File: src/rtl/corescore_arb_pkg.sv
// Shared types and helpers for the corescore stream arbiter.
//   arb_state_t : arbiter FSM state (IDLE / BUSY)
//   N_SRC_DEF, TIMEOUT_DEF : default parameter values
//   idx_w()     : index width for an N-entry vector (never below 1)
package corescore_arb_pkg;

    typedef enum logic [0:0] {
        IDLE = 1'b0,
        BUSY = 1'b1
    } arb_state_t;

    localparam int N_SRC_DEF   = 4;
    localparam int TIMEOUT_DEF = 1024;

    function automatic int idx_w(input int n);
        return (n > 1) ? $clog2(n) : 1;
    endfunction

endpackage

File: src/rtl/corescore_rr_pick.sv
// Combinational round-robin picker.
// Searches req upward starting at last+1, wrapping at N, and returns the
// first set bit as a one-hot pick.
//   req   in  N   request vector
//   last  in  IW  index of the previous winner
//   pick  out N   one-hot winner (zero when no request)
//   valid out 1   any request present
module corescore_rr_pick
    import corescore_arb_pkg::*;
#(
    parameter int N  = N_SRC_DEF,
    parameter int IW = idx_w(N)
) (
    input  logic [N-1:0]  req,
    input  logic [IW-1:0] last,
    output logic [N-1:0]  pick,
    output logic          valid
);

    logic [IW:0]   sum;
    logic [IW-1:0] idx;
    logic          found;

    assign valid = |req;

    always_comb begin
        pick  = '0;
        found = 1'b0;
        sum   = '0;
        idx   = '0;
        for (int i = 1; i <= N; i++) begin
            // one extra bit so last+i cannot overflow before the wrap
            sum = {1'b0, last} + (IW+1)'(i);
            if (sum >= (IW+1)'(N)) sum = sum - (IW+1)'(N);
            idx = sum[IW-1:0];
            if (!found && req[idx]) begin
                pick[idx] = 1'b1;
                found     = 1'b1;
            end
        end
    end

endmodule

File: src/rtl/corescore_stream_arbiter.sv
// Packet-atomic round-robin arbiter: N_SRC byte AXI-stream sources share one
// byte-wide sink. The grant is held from the first beat to the tlast beat.
//   i_clk, i_rst           clock, asynchronous active-high reset
//   i_tdata/i_tlast/i_tvalid, o_tready   per-source stream (8 bits per source)
//   o_tdata/o_tlast/o_tvalid, i_tready   sink stream
//   o_grant    one-hot current grant, zero when idle
//   o_pkt_cnt  completed packets, wraps modulo 2^CNT_W
//   o_timeout  sticky forced-release flag
// Optional: define CORESCORE_ARB_TIMEOUT_EN to release a grant after TIMEOUT
// consecutive cycles with the granted source not valid.
module corescore_stream_arbiter
    import corescore_arb_pkg::*;
#(
    parameter int N_SRC   = N_SRC_DEF,
    parameter int TIMEOUT = TIMEOUT_DEF,
    parameter int CNT_W   = 16
) (
    input  logic               i_clk,
    input  logic               i_rst,
    input  logic [8*N_SRC-1:0] i_tdata,
    input  logic [N_SRC-1:0]   i_tlast,
    input  logic [N_SRC-1:0]   i_tvalid,
    output logic [N_SRC-1:0]   o_tready,
    output logic [7:0]         o_tdata,
    output logic               o_tlast,
    output logic               o_tvalid,
    input  logic               i_tready,
    output logic [N_SRC-1:0]   o_grant,
    output logic [CNT_W-1:0]   o_pkt_cnt,
    output logic               o_timeout
);

    localparam int IW = idx_w(N_SRC);

    arb_state_t       state;
    logic [N_SRC-1:0] grant;
    logic [IW-1:0]    last;      // doubles as the granted index while BUSY
    logic [CNT_W-1:0] pkt_cnt;
    logic [N_SRC-1:0] pick;
    logic             pick_vld;
    logic [IW-1:0]    pick_idx;
    logic [7:0]       src_data [N_SRC];
    logic             beat, done, tmo_fire;

    for (genvar k = 0; k < N_SRC; k++) begin : g_unpack
        assign src_data[k] = i_tdata[8*k +: 8];
    end

    corescore_rr_pick #(.N(N_SRC), .IW(IW)) u_pick (
        .req   (i_tvalid),
        .last  (last),
        .pick  (pick),
        .valid (pick_vld)
    );

    always_comb begin
        pick_idx = '0;
        for (int i = 0; i < N_SRC; i++)
            if (pick[i]) pick_idx = IW'(i);
    end

    // sink side is a pure pass-through of the granted source, gated by state
    always_comb begin
        o_tdata  = '0;
        o_tlast  = 1'b0;
        o_tvalid = 1'b0;
        o_tready = '0;
        if (state == BUSY) begin
            o_tdata        = src_data[last];
            o_tlast        = i_tlast[last];
            o_tvalid       = i_tvalid[last];
            o_tready[last] = i_tready;
        end
    end

    assign beat = (state == BUSY) && i_tvalid[last] && i_tready;
    assign done = beat && i_tlast[last];

    always_ff @(posedge i_clk or posedge i_rst) begin
        if (i_rst) begin
            state   <= IDLE;
            grant   <= '0;
            last    <= IW'(N_SRC - 1);
            pkt_cnt <= '0;
        end else begin
            case (state)
                IDLE: if (pick_vld) begin
                    grant <= pick;
                    last  <= pick_idx;
                    state <= BUSY;
                end
                default: begin
                    if (done || tmo_fire) begin
                        grant <= '0;
                        state <= IDLE;
                    end
                    if (done) pkt_cnt <= pkt_cnt + 1'b1;
                end
            endcase
        end
    end

`ifdef CORESCORE_ARB_TIMEOUT_EN
    localparam int SW = $clog2(TIMEOUT + 1);

    logic [SW-1:0] stall;
    logic          timeout_q;

    // fires on the TIMEOUT-th consecutive cycle with the granted source idle
    assign tmo_fire = (state == BUSY) && !i_tvalid[last] && (stall == SW'(TIMEOUT - 1));

    always_ff @(posedge i_clk or posedge i_rst) begin
        if (i_rst) begin
            stall     <= '0;
            timeout_q <= 1'b0;
        end else if (state != BUSY || i_tvalid[last]) begin
            stall <= '0;
        end else if (tmo_fire) begin
            stall     <= '0;
            timeout_q <= 1'b1;
        end else begin
            stall <= stall + 1'b1;
        end
    end

    assign o_timeout = timeout_q;
`else
    assign tmo_fire  = 1'b0;
    assign o_timeout = 1'b0;
`endif

    assign o_grant   = grant;
    assign o_pkt_cnt = pkt_cnt;

endmodule

File: config.mk
export PLATFORM = sky130hd
export DESIGN_NAME = corescore_stream_arbiter
export DESIGN_NICKNAME = d
export VERILOG_FILES = /design/src/rtl/corescore_arb_pkg.sv /design/src/rtl/corescore_rr_pick.sv /design/src/rtl/corescore_stream_arbiter.sv
export SDC_FILE = /design/constraint.sdc
export NUM_CORES = 1
export LEC_CHECK = 0
export ABC_CLOCK_PERIOD_IN_PS = 7500
export CAP_MARGIN = 20
export CORE_UTILIZATION = 45
export DETAILED_ROUTE_END_ITERATION = 16
export MAX_ROUTING_LAYER = met4
export PLACE_DENSITY = 0.9
export SYNTH_ARGS = -nofsm -noshare
export SYNTH_HDL_FRONTEND = slang
export SYNTH_SLANG_ARGS = --single-unit
File: constraint.sdc
create_clock -name i_clk -period 7.5 [get_ports i_clk]
set_input_delay 1.5 -clock i_clk [delete_from_list [all_inputs] [get_ports i_clk]]
set_output_delay 1.5 -clock i_clk [all_outputs]
set_load 0.02 [all_outputs]
==> results.json <==
{
  "die_h_um": 63.1,
  "finalWorstSetupSlack_ns": 2.75,
  "rsz0062_at_grt": "no",
  "firstDrtPassIters": 4,
  "powerDensity_mw_per_mm2": 323,
  "grt_max_degree": 24,
  "clock_latency_ns": 0.26,
  "ir_drop_mv": 0.229,
  "synth_nets": 204,
  "cp_max_fo": 5,
  "ff2ff_setup_slack_ns": 4.69,
  "ys_async_sr_fraction": 1.00,
  "syn2layout_area_growth_pct": 48.1,
  "synthDistinctLibCells": 42,
  "power.leakage_uw": 0.00106,
  "final_hold_viol_count": 0,
  "status": "completed",
  "drive_above_1_share": 0.116,
  "ant_nets": 0,
  "placement_rows": 21,
  "yosysWarnings": 0,
  "period_minus_slack_ns": 4.75,
  "ctsResizeCount": 0,
  "cts_tree": "yes",
  "antenna_found_initial": 0,
  "crit_arrival_ns": 3.25,
  "netlist_instances": 152,
  "drc_errors": 0,
  "port_buffers": 76,
  "htreeDepth": 1,
  "postCtsSetupBuffers": 0,
  "finalPower_uw": 803,
  "wirelength_um": 4070,
  "antenna_cells": 0,
  "p_sw_frac": 0.420,
  "max-clock-path-buffers": 2,
  "slew_headroom": 0.443,
  "grt_util_met1": 0.267,
  "drv_slew": 0,
  "endpoint_kind": "output pin",
  "seqPwrFrac": 0.273,
  "synth_edf_count": 0,
  "stdcell_area_sq_mm": 0.00249,
  "route.vias.total": 1452,
  "viasPerCell": 5.36,
  "p_comb_frac": 0.633,
  "cts_hold_buffers": 0,
  "worstSetupStartpointType": "input port",
  "synth-seq-area-share": 0.344,
  "grt_pass1_wl_um": 6590,
  "final.setup_skew_ns": 0.00610,
  "cpPeakStageDelay_ns": 0.55,
  "fmax_mhz": 211,
  "initial_core_util": 0.488,
  "grt.busiest_layer": "met2",
  "synth_flop_cell": "dfrtp_1",
  "setup_viol": 0,
  "cp_slowest_cell": "mux4_2",
  "globalRouteOverflowTotal": 0,
  "p_switching_uw": 337,
  "place_area_sq_mm": 0.00244,
  "fin_nets": 278,
  "cts_sinks": 23,
  "grt_usage": 0.217,
  "dp_slack_ns": 2.76,
  "fin_util": 0.723,
  "first_iter_violations": 89,
  "numCtsBuffers": 3,
  "tns_ns": 0,
  "netlist.area_leader.share": 0.313,
  "path_common_cell": "clkdlybuf4s50_1",
  "fp.dieW_um": 63.1,
  "clkTransAtPathRegs_ns": 0.08,
  "io_pins": 78,
  "p_clk_frac": 0.093,
  "fp.coreArea_sq_mm": 0.00344,
  "ys_ff_latch": 23,
  "dieArea_sq_mm": 0.00398,
  "grt_util_met3": 0.0543,
  "grt_util_met2": 0.356,
  "period_share": 0.633,
  "yosys-top-cells-area": "dfrtp_1, mux4_2, ha_1",
  "crit_type": "input port to output pin",
  "tightest_slew_ns": 0.835,
  "internal_power_uw": 466,
  "synth.most_common_cell": "dfrtp_1",
  "syn_area_sq_mm": 0.00168,
  "yosys.area.top_type": "dfrtp_1",
  "worstPathRequired_ns": 6.00,
  "hp-class": "flip-flop to flip-flop",
  "cts-root-buf": "clkbuf_8",
  "wl_per_cell_um": 15.0,
  "hpwl_um": 3260,
  "gp_congestion": 0.792,
  "maxCapViolations": 0,
  "synth_common_cells": "dfrtp_1, nand2_1, and2_1, mux4_2",
  "first_global_vias": 1399,
  "worstPathCellList": "clkdlybuf4s50_1 > mux4_2 > and2_1 > clkdlybuf4s50_1",
  "syn_avg_cell_area_sq_um": 11.0
}
[cells in the final DEF (no fill, tap or decap), types with 3 or more instances in the layout]
cell	Yosys	layout
xnor2_1	8	8
inv_1	7	7
mux4_2	12	12
nand2_1	13	13
clkdlybuf4s50_1	0	76
and2_1	12	12
and3_1	5	5
a21oi_1	4	4
dfrtp_1	21	21
nand3_1	7	7
ha_1	9	9
nor2_1	9	9
xor2_1	7	7
nor2b_1	3	3
nand4_1	3	3
clkbuf_8	0	3
[critical path, delay by kind of cell]
kind / cells / cell delay, ns
and+or+nand+nor: 1 / 0.18
muxes: 1 / 0.55
buffers and inverters: 2 / 1.02
[registers in the layout, summed over array words and instances, names as in the netlist]
name / flops
o_grant: 4
state: 1
o_pkt_cnt: 16
last: 2
[path summary, 6_finish.rpt]
kind	start	cells past startpoint	end
worst max-delay path	i_tvalid[3]	4	o_tvalid
worst min-delay path	o_pkt_cnt[15]	1	o_pkt_cnt[15]
worst max register to register	last[0]	7	last[0]
worst min register to register	o_pkt_cnt[15]	1	o_pkt_cnt[15]
max in group asynchronous	i_rst	2	o_pkt_cnt[1]
min in group asynchronous	i_rst	2	o_pkt_cnt[12]
[power by group through the flow]
stage               Sequential (uW)  Clock (uW)  Combinational (uW)
finish                          220        75.0                 508
global route                    231        82.5                 539
CTS                             223        76.3                 508
detailed placement              225           0                 505
global placement                224           0                 497
floorplan                       207           0                 354
[final cells by class]
class | instances | area (sq um)
multi-input cells | 115 | 1020
fillers | 256 | 955
repair buffers | 76 | 761
flip-flops and latches | 23 | 578
well taps | 46 | 57.6
clock buffers | 3 | 41.3
inverters | 7 | 26.3
clock inverters | 1 | 5.00
[logic make-up after synthesis]
group	count (synthesis)	synth area share
flip-flops	23	0.344
other	1	0.00223
XOR/XNOR	15	0.0782
AND/OR/NAND/NOR	62	0.215
AO/OA/AOI/OAI	15	0.0678
multiplexers	13	0.177
buffers and inverters	14	0.0492
adder cells (fa/ha/maj)	9	0.0671
[routing by layer]
layer | share of wire | wire, um
met5 | 0 | 0
met4 | 0.016 | 66
met2 | 0.51 | 2080
met1 | 0.43 | 1760
met3 | 0.043 | 174
[per-stage QoR]
step                      std cells  hold slack (ns)
after floorplan                 152            0.578
after global placement          267            0.458
after detailed placement        267            0.464
after CTS                       271            0.475
after global routing            271            0.490
final                           271            0.474
(Power assumes the default switching activity.)
